[config.mk]
export PLATFORM = sky130hd
export DESIGN_NAME = regfile
export DESIGN_NICKNAME = d
export VERILOG_FILES = /design/src/rtl/regfile.sv
export SDC_FILE = /design/constraint.sdc
export NUM_CORES = 2
export LEC_CHECK = 0
export BUFFER_PORTS_ARGS = -buffer_cell sky130_fd_sc_hd__buf_2
export CELL_PAD_IN_SITES_DETAIL_PLACEMENT = 1
export CELL_PAD_IN_SITES_GLOBAL_PLACEMENT = 1
export CORE_MARGIN = 3
export CORE_UTILIZATION = 35
export CTS_BUF_LIST = sky130_fd_sc_hd__clkbuf_2
export DETAILED_ROUTE_END_ITERATION = 16
export GPL_ROUTABILITY_DRIVEN = 0
export PLACE_DENSITY_LB_ADDON = 0.08
export SYNTH_ARGS = -nofsm -noshare
export SYNTH_HDL_FRONTEND = slang
export SYNTH_SLANG_ARGS = --single-unit
[constraint.sdc]
create_clock -name clk -period 7.1 [get_ports clk]
set_clock_uncertainty 0.2 [all_clocks]
set_input_delay 1.065 -clock clk [delete_from_list [all_inputs] [get_ports clk]]
set_output_delay 1.065 -clock clk [all_outputs]
set_load 0.01 [all_outputs]
[src/rtl/regfile.sv]
// ---------------------------------------------------------------------------
// regfile
//
// General-purpose register file for the five-stage MIPS core.
// 32 x 32-bit registers, two combinational read ports for the ID stage and
// one synchronous write port driven by the WB stage. Register $0 reads as
// zero and has no storage behind it.
//
// Ports:
//   clk     in   core clock, all state updates on the rising edge
//   rst     in   synchronous active-high reset, clears registers 1..31
//   we      in   write enable from WB
//   waddr   in   write register address
//   wdata   in   write data
//   re1     in   port-1 read enable from ID
//   raddr1  in   port-1 read address
//   rdata1  out  port-1 read data (combinational)
//   re2     in   port-2 read enable from ID
//   raddr2  in   port-2 read address
//   rdata2  out  port-2 read data (combinational)
//
// Configuration macro:
//   REGFILE_WR_BYPASS_EN  when defined, a read of the address WB is writing
//                         in the same cycle returns wdata instead of the
//                         stored value. When undefined, such a read returns
//                         the old stored value.
// ---------------------------------------------------------------------------
module regfile #(
    parameter int DATA_W   = 32,
    parameter int ADDR_W   = 5,
    parameter int NUM_REGS = 32
) (
    input  logic              clk,
    input  logic              rst,
    input  logic              we,
    input  logic [ADDR_W-1:0] waddr,
    input  logic [DATA_W-1:0] wdata,
    input  logic              re1,
    input  logic [ADDR_W-1:0] raddr1,
    output logic [DATA_W-1:0] rdata1,
    input  logic              re2,
    input  logic [ADDR_W-1:0] raddr2,
    output logic [DATA_W-1:0] rdata2
);

    // Storage exists only for registers 1..NUM_REGS-1; $0 is never stored.
    logic [DATA_W-1:0] r_regs [1:NUM_REGS-1];

    // Write qualifier: address zero is silently dropped.
    logic w_wrValid;
    assign w_wrValid = we && (waddr != '0);

    // Reset wins over a write presented in the same cycle.
    always_ff @(posedge clk) begin
        if (rst) begin
            for (int i = 1; i < NUM_REGS; i++) begin
                r_regs[i] <= '0;
            end
        end else if (w_wrValid) begin
            r_regs[waddr] <= wdata;
        end
    end

    // Bypass hit flags. With the bypass disabled they are tied low so the
    // read path below is identical in both builds apart from this point.
    logic w_byp1;
    logic w_byp2;
`ifdef REGFILE_WR_BYPASS_EN
    assign w_byp1 = we && (waddr == raddr1);
    assign w_byp2 = we && (waddr == raddr2);
`else
    assign w_byp1 = 1'b0;
    assign w_byp2 = 1'b0;
`endif

    // Port 1 read. The checks for reset, disabled port and $0 come first,
    // so storage is only indexed with a non-zero address.
    always_comb begin
        rdata1 = '0;
        if (rst) begin
            rdata1 = '0;
        end else if (!re1) begin
            rdata1 = '0;
        end else if (raddr1 == '0) begin
            rdata1 = '0;
        end else if (w_byp1) begin
            rdata1 = wdata;
        end else begin
            rdata1 = r_regs[raddr1];
        end
    end

    // Port 2 read, same priority order as port 1.
    always_comb begin
        rdata2 = '0;
        if (rst) begin
            rdata2 = '0;
        end else if (!re2) begin
            rdata2 = '0;
        end else if (raddr2 == '0) begin
            rdata2 = '0;
        end else if (w_byp2) begin
            rdata2 = wdata;
        end else begin
            rdata2 = r_regs[raddr2];
        end
    end

endmodule
== Word level (Yosys, flattened, before mapping) ==
Memory sizes are Yosys's and may differ from the RTL's.
Index checks and enable logic that the tools add are counted.
Storage, ports and cells
  register bits after elaboration: 0
  latch bits: 0
  RAM bits: 992
  memory bits (read-only): 0
  bits of input ports: 52
  output and inout bits: 64
  logic and storage cells: 20
  memories kept: 1
Memories
  r_regs: words 31, bits a word 32, read ports 2, clocked after memory_dff 0, wr ports 31, line 47  | logic [DATA_W-1:0] r_regs [1:NUM_REGS-1];
Operators by class
  add/sub/neg operators: 0
  $mul: 0
  divide/modulo/power cells: 0
  order comparisons: 0
  equal/unequal tests: 0
  shift operators: 0
  multiplexer cells: 14
  bitwise operators: 0
  reductions and logical operators: 5
Operators by type and width (count)
  $mux W32: 7
  $reduce_or A32 Y1: 1
  $logic_not A5 Y1: 2
  $mux W1: 6
  $mux W5: 1
  $reduce_bool A5 Y1: 1
  $logic_and A1 B1 Y1: 1

== Longest topological paths before layout ==
  depth after elaboration: 7
  mapped depth: 8
  mapped depth without buffers: 5

== Worst setup path after synthesis ==
No wires, ideal clock.
  path kind: input port to output port
  start point: in raddr2[1]
  end point: out rdata2[10]
  data arrival time: 2.565 ns
  required time: 5.835 ns
  setup slack: 3.270 ns
  stages: 6
  path buffers: 3
  path through: buf_2 -> buf_2 -> buf_2 -> mux4_2 -> a221oi_1 -> o22ai_1
Between the ends
  word-level cells in the longest chain between the ends: 4
  elaborated cells between the ends (all ways): 5
  those cells by class: mux: 3; reduce/logical: 1; memory: 1
Ends and longest elaborated chain
  start: declaration: line 42  | input logic [ADDR_W-1:0] raddr2,
  $mem_v2 Z31 W32 or $logic_not A5 Y1 (tied branches)
  $mux W32 (*): line 100  | end else if (raddr2 == '0) begin
  $mux W32 (*): line 98  | end else if (!re2) begin
  $mux W32 (*): line 96  | if (rst) begin
  end: declaration: line 43  | output logic [DATA_W-1:0] rdata2
Mark *: on every way between the ends. The rest lies on a longest branch, timed or not.

== Final worst setup path ==
  start point: in rst
  end point: out rdata1[5]
Between the ends
  word-level cells in the longest chain between the ends: 1
Ends and longest elaborated chain
  start: declaration: line 34  | input logic rst,
  $mux W32: line 80  | if (rst) begin
  end: declaration: line 40  | output logic [DATA_W-1:0] rdata1,
Every way passes these cells.

==> impl_metrics.json <==
{
  "post-place-cells": 5664,
  "initial_core_util_pct": 35.31,
  "synth_top_area_cell": "edfxtp_1",
  "via_count": 35810,
  "seq_area_frac_synth_pct": 56.40,
  "swShare_pct": 29.37,
  "fp.dieH_um": 400.7,
  "nets": 4010,
  "stdcell_count": 6218,
  "pwr-share-seq_pct": 54.2,
  "critical_path.most_common_cell": "buf_2",
  "p_leak_nw": 21.48,
  "synthCells": 3759,
  "slew_headroom_pct": 14.28,
  "cp_num_buf_inv": 3,
  "die_area_um2": 160600,
  "crit_path_max_incr_delay_ps": 940,
  "yosysWarnings": 0,
  "hold_viol_final": 0,
  "cts_buffer_depth": 4,
  "detail_route.vias_per_cell": 5.759,
  "endpoint_kind": "output pin",
  "path_clk_slew_ps": 90,
  "cp_slowest_cell": "o221ai_1",
  "yosysTopAreaCellShare_pct": 56.40,
  "postRouteAntennaNets": 0,
  "tightest_slew_ps": 1286,
  "cp.required_ps": 5830,
  "largest_reg_flops": 1024,
  "track_usage_pct": 25.76,
  "chipWidth_um": 400.7,
  "rsz0062_at_grt": "no",
  "syn_to_final_growth_pct": 10.43,
  "core_um2": 154400,
  "syn_avg_cell_area_um2": 14.51,
  "cts-resized-gates": 0,
  "combPwrFrac_pct": 12.7,
  "synth-seq-cells": 1024,
  "synth_area_um2": 54520,
  "hp-class": "input port to register",
  "grt_start_max_net_pins": 90,
  "postLayoutCoreUtil_pct": 39.00,
  "cts_buffers": 303,
  "layout_common_cells": "1024 x edfxtp_1, 992 x and2_1, 432 x clkbuf_2, 358 x mux4_2, 253 x mux2i_1",
  "regMostFlops": "r_regs",
  "final-max-slew-violation-count": 0,
  "fin_area_um2": 60210,
  "drv_cap": 0,
  "intPower_mw": 9.321,
  "top_regs": "r_regs x1024",
  "tns_ps": 0,
  "drt-pass1-iter-count": 6,
  "synth_area_leaders": "edfxtp_1 56%, mux4_2 15%, and2_1 11%",
  "fmax_mhz": 166.1,
  "startpoint_type": "input port",
  "clkPwrFrac_pct": 33.1,
  "synth.distinct_cells": 43,
  "period_minus_slack_ps": 6019,
  "ios": 116,
  "timing.final.crit_share_pct": 84.78,
  "antenna_found_initial": 13,
  "outcome": "complete, no violations",
  "final_common_cell": "edfxtp_1",
  "grt_pass1_vias": 38180,
  "grt_first_pass_wirelength_um": 293600,
  "ir_drop_mv": 0.09988,
  "crit_chain": "dlygate4sd3_1 > buf_2 > nor2b_1 > nand3_2 > o221ai_1 > buf_2",
  "dp_hpwl_um": 125300,
  "wire_per_inst_um": 33.61,
  "route.detailed.drc": 0,
  "crit_type": "input port to output pin",
  "cts_sinks": 1024,
  "first_iter_violations": 3443,
  "critPathTopFamily": "simple AND/OR/NAND/NOR gates",
  "htree_levels": 5,
  "worstPathArrival_ps": 4750,
  "power_density_nw_per_um2": 219.2,
  "cts_tree": "built",
  "postCtsSetupRepairBufs": 0,
  "grt-ovfl-total": 0,
  "routed_wl_um": 209000,
  "cts_root_buffer": "clkbuf_2",
  "fillers": 15810,
  "placed_cell_area_um2": 57350,
  "critPathMaxFanout": 37,
  "std_cell_rows": 144,
  "drive_above_1_share_pct": 30.19,
  "power.switching_mw": 3.875,
  "numPortBuffers": 115,
  "setup_violations": 0
}
==> per-layer routing <==
metal	GRT usage, %	wire, um
met5	0	13
met4	7.170	5113
met3	4.599	13350
met2	42.31	100700
met1	35.10	89850
==> repair_timing <==
action | 4_1_cts | 5_1_grt
hold endpoints to repair | 1025 | 0
setup endpoints to repair | 0 | 0
hold buffers | 33 | 0
==> kinds of logic after synthesis <==
kind of cell           after synthesis  share of synthesized area [%]
and+or+nand+nor                   1223                          13.38
DFF                               1024                          56.40
muxes                              766                          22.63
buffers and inverters              398                          3.100
AOI/OAI and AO/OA                  347                          4.486
other                                1                       0.006878
==> path summary, 6_finish.rpt <==
| kind | start | slack, ps | to | cells after the start |
|---|---|---|---|---|
| worst min-delay path | wdata[30] | 270 | r_regs[0][30] | 2 |
| worst max-delay path | rst | 1080 | rdata1[5] | 6 |
==> synth_stat cells <==
library cell	number
a21oi_1	32
o31ai_1	1
o221ai_1	31
nor2_2	3
nor3b_1	1
nor3b_2	1
inv_1	1
buf_6	3
or3_1	2
mux4_2	358
edfxtp_1	1024
nand3_1	3
and3b_1	1
buf_2	106
nand3b_1	6
and2_1	992
a22oi_1	30
nor2_1	126
and2_0	1
nor2b_1	3
conb_1	1
nand2_1	9
nand4b_1	1
buf_4	11
a22o_1	1
buf_1	3
mux2i_1	253
or2_2	32
clkbuf_1	274
mux2_2	151
nor3_1	32
o31a_1	31
or3b_1	2
o22a_1	31
mux2_1	4
o21ai_1	2
a221oi_1	30
nand2b_1	7
o22ai_1	124
o311ai_1	2
or2_1	1
o21ai_0	31
a311oi_1	1
==> power groups by stage <==
stage	logic [mW]	registers, mW	clock network [mW]
3_5_place_dp	1.66	7.29	0
6_report	1.67	7.15	4.37
4_1_cts	1.68	7.15	4.52
5_1_grt	1.76	7.19	4.84
2_1_floorplan	1.03	7.20	0
3_3_place_gp	1.65	7.25	0
==> final cells by class <==
cell class	instances	area (um^2)	share of cell area (%)
multi-input combinational	2368	22410	37.22
inverter	1	3.754	0.006234
clock buffer	432	2162	3.591
sequential	1024	30750	51.07
clock inverter	76	341.6	0.5673
tap	2044	2557	4.247
antenna	13	32.53	0.05403
timing repair buffer	260	1956	3.248
==> per-stage QoR <==
stage               hold slack [ps]  total power, mW  setup WS, ps
CTS                           22.96            13.35          1099
detailed placement             1401            8.947          1643
floorplan                     963.9            8.234          3270
global route                  73.34            13.79         998.3
finish                        269.8            13.20          1081
global placement               1388            8.905          1621
Note: power is estimated with default switching activity, not from simulation.
